--- config.mk ---
export PLATFORM = sky130hd
export DESIGN_NAME = seq_divider
export DESIGN_NICKNAME = d
export VERILOG_FILES = /design/src/rtl/seq_divider_pkg.sv /design/src/rtl/seq_divider_div_step.sv /design/src/rtl/seq_divider.sv
export SDC_FILE = /design/constraint.sdc
export NUM_CORES = 1
export LEC_CHECK = 0
export CORE_UTILIZATION = 47
export CTS_BUF_LIST = sky130_fd_sc_hd__clkbuf_2
export DETAILED_ROUTE_END_ITERATION = 10
export DONT_BUFFER_PORTS = 1
export PLACE_DENSITY = 0.6
export SLEW_MARGIN = 15
export SYNTH_ARGS = -nofsm -noshare
export SYNTH_HDL_FRONTEND = slang
export SYNTH_HIERARCHICAL = 1
export SYNTH_SLANG_ARGS = --single-unit
--- constraint.sdc ---
create_clock -name clk -period 7.2 [get_ports clk]
set_clock_uncertainty 0.05 [all_clocks]
set_input_delay 1.8 -clock clk [delete_from_list [all_inputs] [get_ports clk]]
set_output_delay 1.8 -clock clk [all_outputs]
set_load 0.05 [all_outputs]
--- src/rtl/seq_divider_pkg.sv ---
// Shared types and constants for the sequential restoring divider.
package seq_divider_pkg;

  localparam int DIV_DEFAULT_N = 8;

  typedef enum logic [1:0] {
    IDLE = 2'd0,
    CALC = 2'd1,
    DONE = 2'd2
  } state_t;

endpackage

--- src/rtl/seq_divider_div_step.sv ---
// One radix-2 restoring iteration built on a ripple full-adder subtractor.
// Contains the full_adder cell used for the N+1-bit trial subtraction.
module full_adder (
  input  logic a,
  input  logic b,
  input  logic cin,
  output logic s,
  output logic cout
);
  assign s    = a ^ b ^ cin;
  assign cout = (a & b) | (cin & (a ^ b));
endmodule

module div_step #(
  parameter int N = 8
) (
  input  logic [N:0]   a,
  input  logic [N-1:0] q,
  input  logic [N-1:0] d,
  output logic [N:0]   a_next,
  output logic [N-1:0] q_next
);
  logic [N:0]   sh;
  logic [N:0]   nd;
  logic [N:0]   t;
  logic [N+1:0] c;
  logic         ge;

  // Shift {A,Q} left by one; the bit leaving A is a[N], folded into ge below.
  assign sh   = {a[N-1:0], q[N-1]};
  assign nd   = ~{1'b0, d};
  assign c[0] = 1'b1;

  for (genvar i = 0; i <= N; i++) begin : g_sub
    full_adder u_fa (
      .a   (sh[i]),
      .b   (nd[i]),
      .cin (c[i]),
      .s   (t[i]),
      .cout(c[i+1])
    );
  end

  // Carry-out means no borrow, i.e. the trial T is non-negative (T[N]==0
  // while A < D holds). a[N] is always 0 in practice but keeps this exact.
  assign ge     = a[N] | c[N+1];
  assign a_next = ge ? t : sh;
  assign q_next = {q[N-2:0], ge};
endmodule

--- src/rtl/seq_divider.sv ---
// Iterative radix-2 restoring divider with valid/ready on both sides.
// Optional macro SEQ_DIVIDER_SIGNED_EN: two's complement operands/results.
module seq_divider
  import seq_divider_pkg::*;
#(
  parameter int N = DIV_DEFAULT_N
) (
  input  logic         clk,
  input  logic         rst,
  input  logic         in_valid,
  output logic         in_ready,
  input  logic [N-1:0] dividend,
  input  logic [N-1:0] divisor,
  output logic         out_valid,
  input  logic         out_ready,
  output logic [N-1:0] quotient,
  output logic [N-1:0] remainder,
  output logic         div_by_zero
);
  localparam int CW = $clog2(N) + 1;

  state_t         state, state_next;
  logic [N:0]     a, a_step;
  logic [N-1:0]   q, q_step, d;
  logic [CW-1:0]  cnt;
  logic           accept, zero_div, last_iter;
  logic [N-1:0]   op_a, op_d, res_q, res_r;

  assign in_ready  = (state == IDLE) && !rst;
  assign accept    = in_valid && in_ready;
  assign zero_div  = (divisor == '0);
  assign last_iter = (state == CALC) && (cnt == CW'(N - 1));

`ifdef SEQ_DIVIDER_SIGNED_EN
  logic sq, sr;
  // Divide magnitudes, then restore signs: truncation toward zero,
  // remainder follows the dividend. Most-negative magnitude fits unsigned.
  assign op_a  = dividend[N-1] ? -dividend : dividend;
  assign op_d  = divisor[N-1]  ? -divisor  : divisor;
  assign res_q = sq ? -q_step : q_step;
  assign res_r = sr ? -a_step[N-1:0] : a_step[N-1:0];
`else
  assign op_a  = dividend;
  assign op_d  = divisor;
  assign res_q = q_step;
  assign res_r = a_step[N-1:0];
`endif

  div_step #(.N(N)) u_step (
    .a     (a),
    .q     (q),
    .d     (d),
    .a_next(a_step),
    .q_next(q_step)
  );

  // State register.
  always_ff @(posedge clk) begin
    if (rst) state <= IDLE;
    else     state <= state_next;
  end

  // Next-state logic.
  always_comb begin
    state_next = state;
    case (state)
      IDLE:    if (accept) state_next = zero_div ? DONE : CALC;
      CALC:    if (last_iter) state_next = DONE;
      DONE:    if (out_ready) state_next = IDLE;
      default: state_next = IDLE;
    endcase
  end

  // Operand capture, iteration datapath and registered result outputs.
  always_ff @(posedge clk) begin
    if (rst) begin
      a           <= '0;
      q           <= '0;
      d           <= '0;
      cnt         <= '0;
      out_valid   <= 1'b0;
      quotient    <= '0;
      remainder   <= '0;
      div_by_zero <= 1'b0;
`ifdef SEQ_DIVIDER_SIGNED_EN
      sq          <= 1'b0;
      sr          <= 1'b0;
`endif
    end else if (accept) begin
      a   <= '0;
      q   <= op_a;
      d   <= op_d;
      cnt <= '0;
`ifdef SEQ_DIVIDER_SIGNED_EN
      sq  <= dividend[N-1] ^ divisor[N-1];
      sr  <= dividend[N-1];
`endif
      if (zero_div) begin
        quotient    <= '1;
        remainder   <= dividend;
        div_by_zero <= 1'b1;
        out_valid   <= 1'b1;
      end
    end else if (state == CALC) begin
      a   <= a_step;
      q   <= q_step;
      cnt <= cnt + CW'(1);
      if (last_iter) begin
        quotient    <= res_q;
        remainder   <= res_r;
        div_by_zero <= 1'b0;
        out_valid   <= 1'b1;
      end
    end else if (state == DONE && out_ready) begin
      out_valid <= 1'b0;
    end
  end
endmodule

# Word-level counts from Yosys, hierarchy flattened
# Index checks and enable logic that the tools add are counted.
[totals]
register_bits = 49
out_inout_bits = 19
word_cells = 102
[classes]
addsub = 1
eq_ne = 8
mux = 24
bitwise = 46
n_reduce_logical = 14
[op_table]
columns = ["operator", "n"]
rows = [
  ["$mux 8", 10],
  ["$and 1x1->1", 17],
  ["$xor 1x1->1", 17],
  ["$or 1x1->1", 10],
  ["$mux 9", 1],
  ["$not 8->9", 1],
  ["$reduce_and 3->1", 3],
  ["$logic_not 8->1", 1],
  ["$mux 1", 8],
  ["$mux 2", 4],
  ["$ne 2x2->1 const B", 3],
  ["$pmux 2 s3", 1],
  ["$add 4x1->4 const B", 1],
  ["$eq 4x3->1 const B", 1],
  ["$logic_and 1x1->1", 4],
  ["$reduce_bool 2->1", 2],
  ["$ne 3x3->1 const B", 1],
  ["$reduce_bool 3->1", 1],
  ["$eq 2x1->1 const B", 1],
  ["$eq 2x2->1 const B", 1],
  ["$logic_not 2->1", 1],
  ["$ne 2x1->1 const B", 1],
  ["$reduce_or 2->1", 1],
  ["$logic_not 1->1", 1],
  ["$not 1->1", 1],
]

# Depth between registers and ports, before layout
[logic_depth]
ltp_word = 24
mapped_depth = 15

# Cells and area by module
# The synthesis kept the hierarchy.
[by_module_without_submodules]
columns = ["mod", "instances", "cells_each", "area_per_inst_um2", "seq_area_each_um2"]
rows = [
  ["seq_divider", 1, 237, 2085.8, 980.9],
  ["div_step", 1, 28, 210.2, 0.0],
  ["full_adder", 9, 1, 20.0, 0.0],
]

# Least setup slack after synthesis
# Ideal clock, no wire load.
[synth_timing]
path_type = "input -> output"
startpoint = "input port rst"
endpoint = "output port in_ready"
arrival_time_ns = 3.404
required_ns = 5.350
slack_ns = 1.946
path_stages = 4
n_path_buf = 3
path_cell_list = "clkbuf_1 clkbuf_1 buf_1 nor3_1"
[synth_between]
elab_chain_cells = 2
[synth_rtl]
columns = ["element", "line", "text"]
rows = [
  ["from (decl)", "seq_divider.sv:9", "input logic rst,"],
  ["$logic_not 1->1", "seq_divider.sv:29", "assign in_ready = (state == IDLE) && !rst;"],
  ["$logic_and 1x1->1", "seq_divider.sv:29", ""],
  ["to (decl)", "seq_divider.sv:11", "output logic in_ready,"],
]
# No other way between the ends.

# Worst setup path after layout
[layout_timing]
startpoint = "register d[0]"
endpoint = "register remainder[7]"
[layout_between]
elab_chain_cells = 24
word_cells_on_any_way = 26
cone_classes = "mux (4); bitwise (22)"
[layout_rtl]
columns = ["element", "line", "text"]
rows = [
  ["from (decl)", "seq_divider.sv:24", "logic [N-1:0] q, q_step, d;"],
  ["from (signal assigned)", "seq_divider.sv:92", "d <= op_d;"],
  ["$not 8->9 (*)", "seq_divider_div_step.sv:31", "assign nd = ~{1'b0, d};"],
  ["named net u_step.nd[0]", "seq_divider_div_step.sv:24", "logic [N:0] nd;"],
  ["$and 1x1->1 / $xor 1x1->1 (equally long branches)", "seq_divider_div_step.sv:11", "assign cout = (a & b) | (cin & (a ^ b));"],
  ["$or 1x1->1 (*)", "seq_divider_div_step.sv:11", ""],
  ["named net u_step.c[1]", "seq_divider_div_step.sv:26", "logic [N+1:0] c;"],
  ["$and 1x1->1 (*)", "seq_divider_div_step.sv:11", ""],
  ["$or 1x1->1 (*)", "seq_divider_div_step.sv:11", ""],
  ["named net u_step.c[2]", "seq_divider_div_step.sv:26", ""],
  ["[... 2 more ...]", "--", ""],
  ["named net u_step.c[3]", "seq_divider_div_step.sv:26", ""],
  ["[... 2 more ...]", "--", ""],
  ["named net u_step.c[4]", "seq_divider_div_step.sv:26", ""],
  ["[... 2 more ...]", "--", ""],
  ["named net u_step.c[5]", "seq_divider_div_step.sv:26", ""],
  ["[... 2 more ...]", "--", ""],
  ["named net u_step.c[6]", "seq_divider_div_step.sv:26", ""],
  ["[... 2 more ...]", "--", ""],
  ["named net u_step.c[7]", "seq_divider_div_step.sv:26", ""],
  ["[... 2 more ...]", "--", ""],
  ["named net u_step.c[8]", "seq_divider_div_step.sv:26", ""],
  ["[... 1 more ...]", "--", ""],
  ["$or 1x1->1 (*)", "seq_divider_div_step.sv:11", ""],
  ["named net u_step.c[9]", "seq_divider_div_step.sv:26", ""],
  ["$or 1x1->1 (*)", "seq_divider_div_step.sv:46", "assign ge = a[N] | c[N+1];"],
  ["$mux 9 (*)", "seq_divider_div_step.sv:47", "assign a_next = ge ? t : sh;"],
  ["named net a_step[7]", "seq_divider.sv:23", "logic [N:0] a, a_step;"],
  ["$mux 8 (*)", "seq_divider.sv:108", "if (last_iter) begin"],
  ["$mux 8 (*)", "seq_divider.sv:104", "end else if (state == CALC) begin"],
  ["$mux 8 (*)", "seq_divider.sv:89", "end else if (accept) begin"],
  ["to (signal assigned)", "seq_divider.sv:100", "remainder <= dividend;"],
  ["to (signal assigned)", "seq_divider.sv:110", "remainder <= res_r;"],
  ["to (decl)", "seq_divider.sv:17", "output logic [N-1:0] remainder,"],
]
# The timed path passes the listed nets; every way through them passes the cells marked *. The select of a mux whose other input is x is not followed.
# A chain may end at the register's enable or synchronous reset.

==> qor.csv <==
metric,value,unit
combinational family with the most area after synthesis,compound AO/OA/AOI/OAI gates,
Iter 0 DRT Violations,94,
first-pass GRT wire length,7940,um
deepest clock path buffer count,2,
Simple-Gate Fraction of Synth Area,17.3,%
Rel. slew slack,45.8,%
crit share post-route,73.9,%
Final Hold Slack,0.433,ns
power density cells,200,mW/mm2
layout cells sized above 1,12.7,%
hold crit path type,reg2reg,
Synth Area in XOR/XNOR,1.06,%
Rows,26,
clk slew on worst S/H paths,0.25,ns
Synth Area in Adders,7.78,%
DIE AREA,0.00556,mm2
Critical Path AT,5.59,ns
total congestion overflow,0,
register area share after synthesis,39.6,%
CP Launch Type,register,
Peak Freq,188,MHz
mux share of post-synthesis cell area,4.09,%
clk root buf,clkbuf_2,
crit-path max FO,10,
max-cap violation count,0,
core area,0.00507,mm2
Initial Util,48.8,%
status,"finished, final reports clean",
"EDFF count, synth",0,
PortBufs,0,
Worst Max-Slew Pin Slew,0.813,ns
routed len/inst,14.8,um
Area Overhead vs Synth,-0.0507,%
H-tree levels,2,
Worst Setup End Kind,register,
total wire length,4900,um
hold_buf cts,0,
final non-filler cell total,330,
post-synthesis cell type count,38,
# placed instances,322,
clock buffer count from CTS,5,
worst path required time,7.47,ns
"Avg Cell Area, Syn",9.04,um2
#FFs+latches synth,49,
Antenna Nets Post-Route,0,
top_reg_cell synth,dfxtp_1,
TNS Setup,0,ns
Compound-Gate Fraction of Synth Area,19.7,%
min cycle time layout,5.32,ns
Ys Warns,6,
Pre-antenna DRT Iters,4,
path type of the worst setup path,reg2reg,
CTS sink count,49,
largest net degree at the start of global routing,44,
Post-Synthesis Cells,274,
antenna violations before repair,0,
num ports,39,
post-CTS setup buffers,0,
Skew-Pair Late Insertion Delay,0.43,ns
cts repair resizes,0,
worst ir drop on vdd,0.113,mV
Via Count,1767,
Final Setup Violations,0,
Diodes inserted,0,
DRC,0,
Via-to-Cell Ratio,5.35,
CTS tree,done,
final hold violation count,0,
GRT Util Overall,19.4,%
GPL Wtd Cong,0.782,
leakage power total,0.864,nW
Die Y,74.6,um
Die Wd,74.6,um
RSZ-0062 raised after global routing,false,
Post-Syn Area,0.00248,mm2
Post-synth ARST share,0,%
Final Max Tran Viols,0,
nets,289,
number of global-route vias before repair,1674,
Post-DP HPWL,3390,um
==> power breakdown <==
group,internal (mW),switching [mW]
logic,0.0358,0.0487
clock network,0.0231,0.0894
registers,0.284,0.0145
==> cells by family (layout without fill, tap and decap cells) <==
group           after synthesis  in the layout
simple gates                 84             84
compound gates               66             66
buf+inv                      52             37
flops                        49             49
fa+ha+maj                    10             10
mux                           9              9
xor+xnor                      3              3
other cells                   1              2
==> state kept, by name, summed over array words and instances, names as in the netlist <==
| signal | count |
|---|---|
| q | 8 |
| quotient | 8 |
| out_valid | 1 |
| cnt | 4 |
| div_by_zero | 1 |
| remainder | 8 |
| a | 9 |
| d | 8 |
| state | 2 |
==> cell type report <==
cell class	instances	area, um2
Fill cell	531	2600
Multi-Input combinational cell	174	1240
Sequential cell	49	981
Inverter	26	97.6
Tap cell	70	87.6
Clock buffer	5	25.0
Timing Repair Buffer	3	22.5
Clock inverter	3	17.5
==> cell usage after synthesis, types with 2 or more instances <==
master,count,share of area [%]
buf_2,6,1.2
fa_1,9,7.3
nand2_1,38,5.8
a211oi_2,10,5.1
nand2b_1,9,2.3
buf_6,3,1.4
a221oi_1,8,2.8
inv_1,26,3.9
nor3_1,2,0.40
a22oi_1,8,2.4
mux2_2,9,4.1
xor2_1,2,0.71
nor4_1,2,0.51
nor2_1,14,2.1
clkbuf_1,8,1.2
nor2b_1,10,2.5
a21oi_1,20,4.0
buf_4,8,2.4
dfxtp_1,49,40
o21ai_0,8,1.6
a211oi_1,8,2.4
==> final timing paths <==
check / from / end / slack [ns] / depth (start not counted)
hold / removal: q[4] / q[4] / 0.43 / 2
hold reg to reg: q[4] / q[4] / 0.43 / 2
setup reg to reg: d[0] / remainder[7] / 1.88 / 15
setup / recovery: d[0] / remainder[7] / 1.88 / 15
==> worst max-delay path, stage by stage (launching register included) <==
cell and delay, ns:
dfxtp_1 0.39, inv_1 0.06, fa_1 0.41, fa_1 0.39
fa_1 0.39, fa_1 0.38, fa_1 0.39, fa_1 0.39
fa_1 0.38, fa_1 0.39, fa_1 0.42, nor2_4 0.28
mux2_2 0.39, nor2b_1 0.16, a221oi_1 0.26, a211oi_1 0.09
==> stage by stage <==
| stage | worst slack, ns | utilization [%] | area (um2) | power [mW] |
|---|---|---|---|---|
| after CTS | 1.86 | 48.8 | 2470 | 0.503 |
| after detailed placement | 1.89 | 47.9 | 2430 | 0.388 |
| after floorplan | 1.95 | - | 2480 | 0.378 |
| after global placement | 1.99 | 47.9 | 2430 | 0.387 |
| after global routing | 1.66 | 48.8 | 2470 | 0.524 |
| final | 1.88 | 48.8 | 2470 | 0.495 |
==> cell usage in the layout (no fill, tap or decap), types with 2 or more instances in the layout <==
master / instances
a211oi_1: 8
a211oi_2: 10
a21oi_1: 20
a221oi_1: 8
a22oi_1: 8
buf_4: 3
clkbuf_2: 5
conb_1: 2
dfxtp_1: 49
fa_1: 9
inv_1: 26
mux2_2: 9
nand2_1: 38
nand2b_1: 9
nor2_1: 14
nor2b_1: 10
nor3_1: 2
nor4_1: 2
o21ai_0: 8
xor2_1: 2
==> layer usage <==
metal | routed length (um) | vias to the layer above | global-route usage (%)
li1 | - | 880 | -
met1 | 2230 | 825 | 25.5
met2 | 2190 | 52 | 29.6
met3 | 345 | 10 | 4.88
met4 | 125 | 0 | 9.85
met5 | 0 | - | 0
Power figures use the tool's default switching activity.
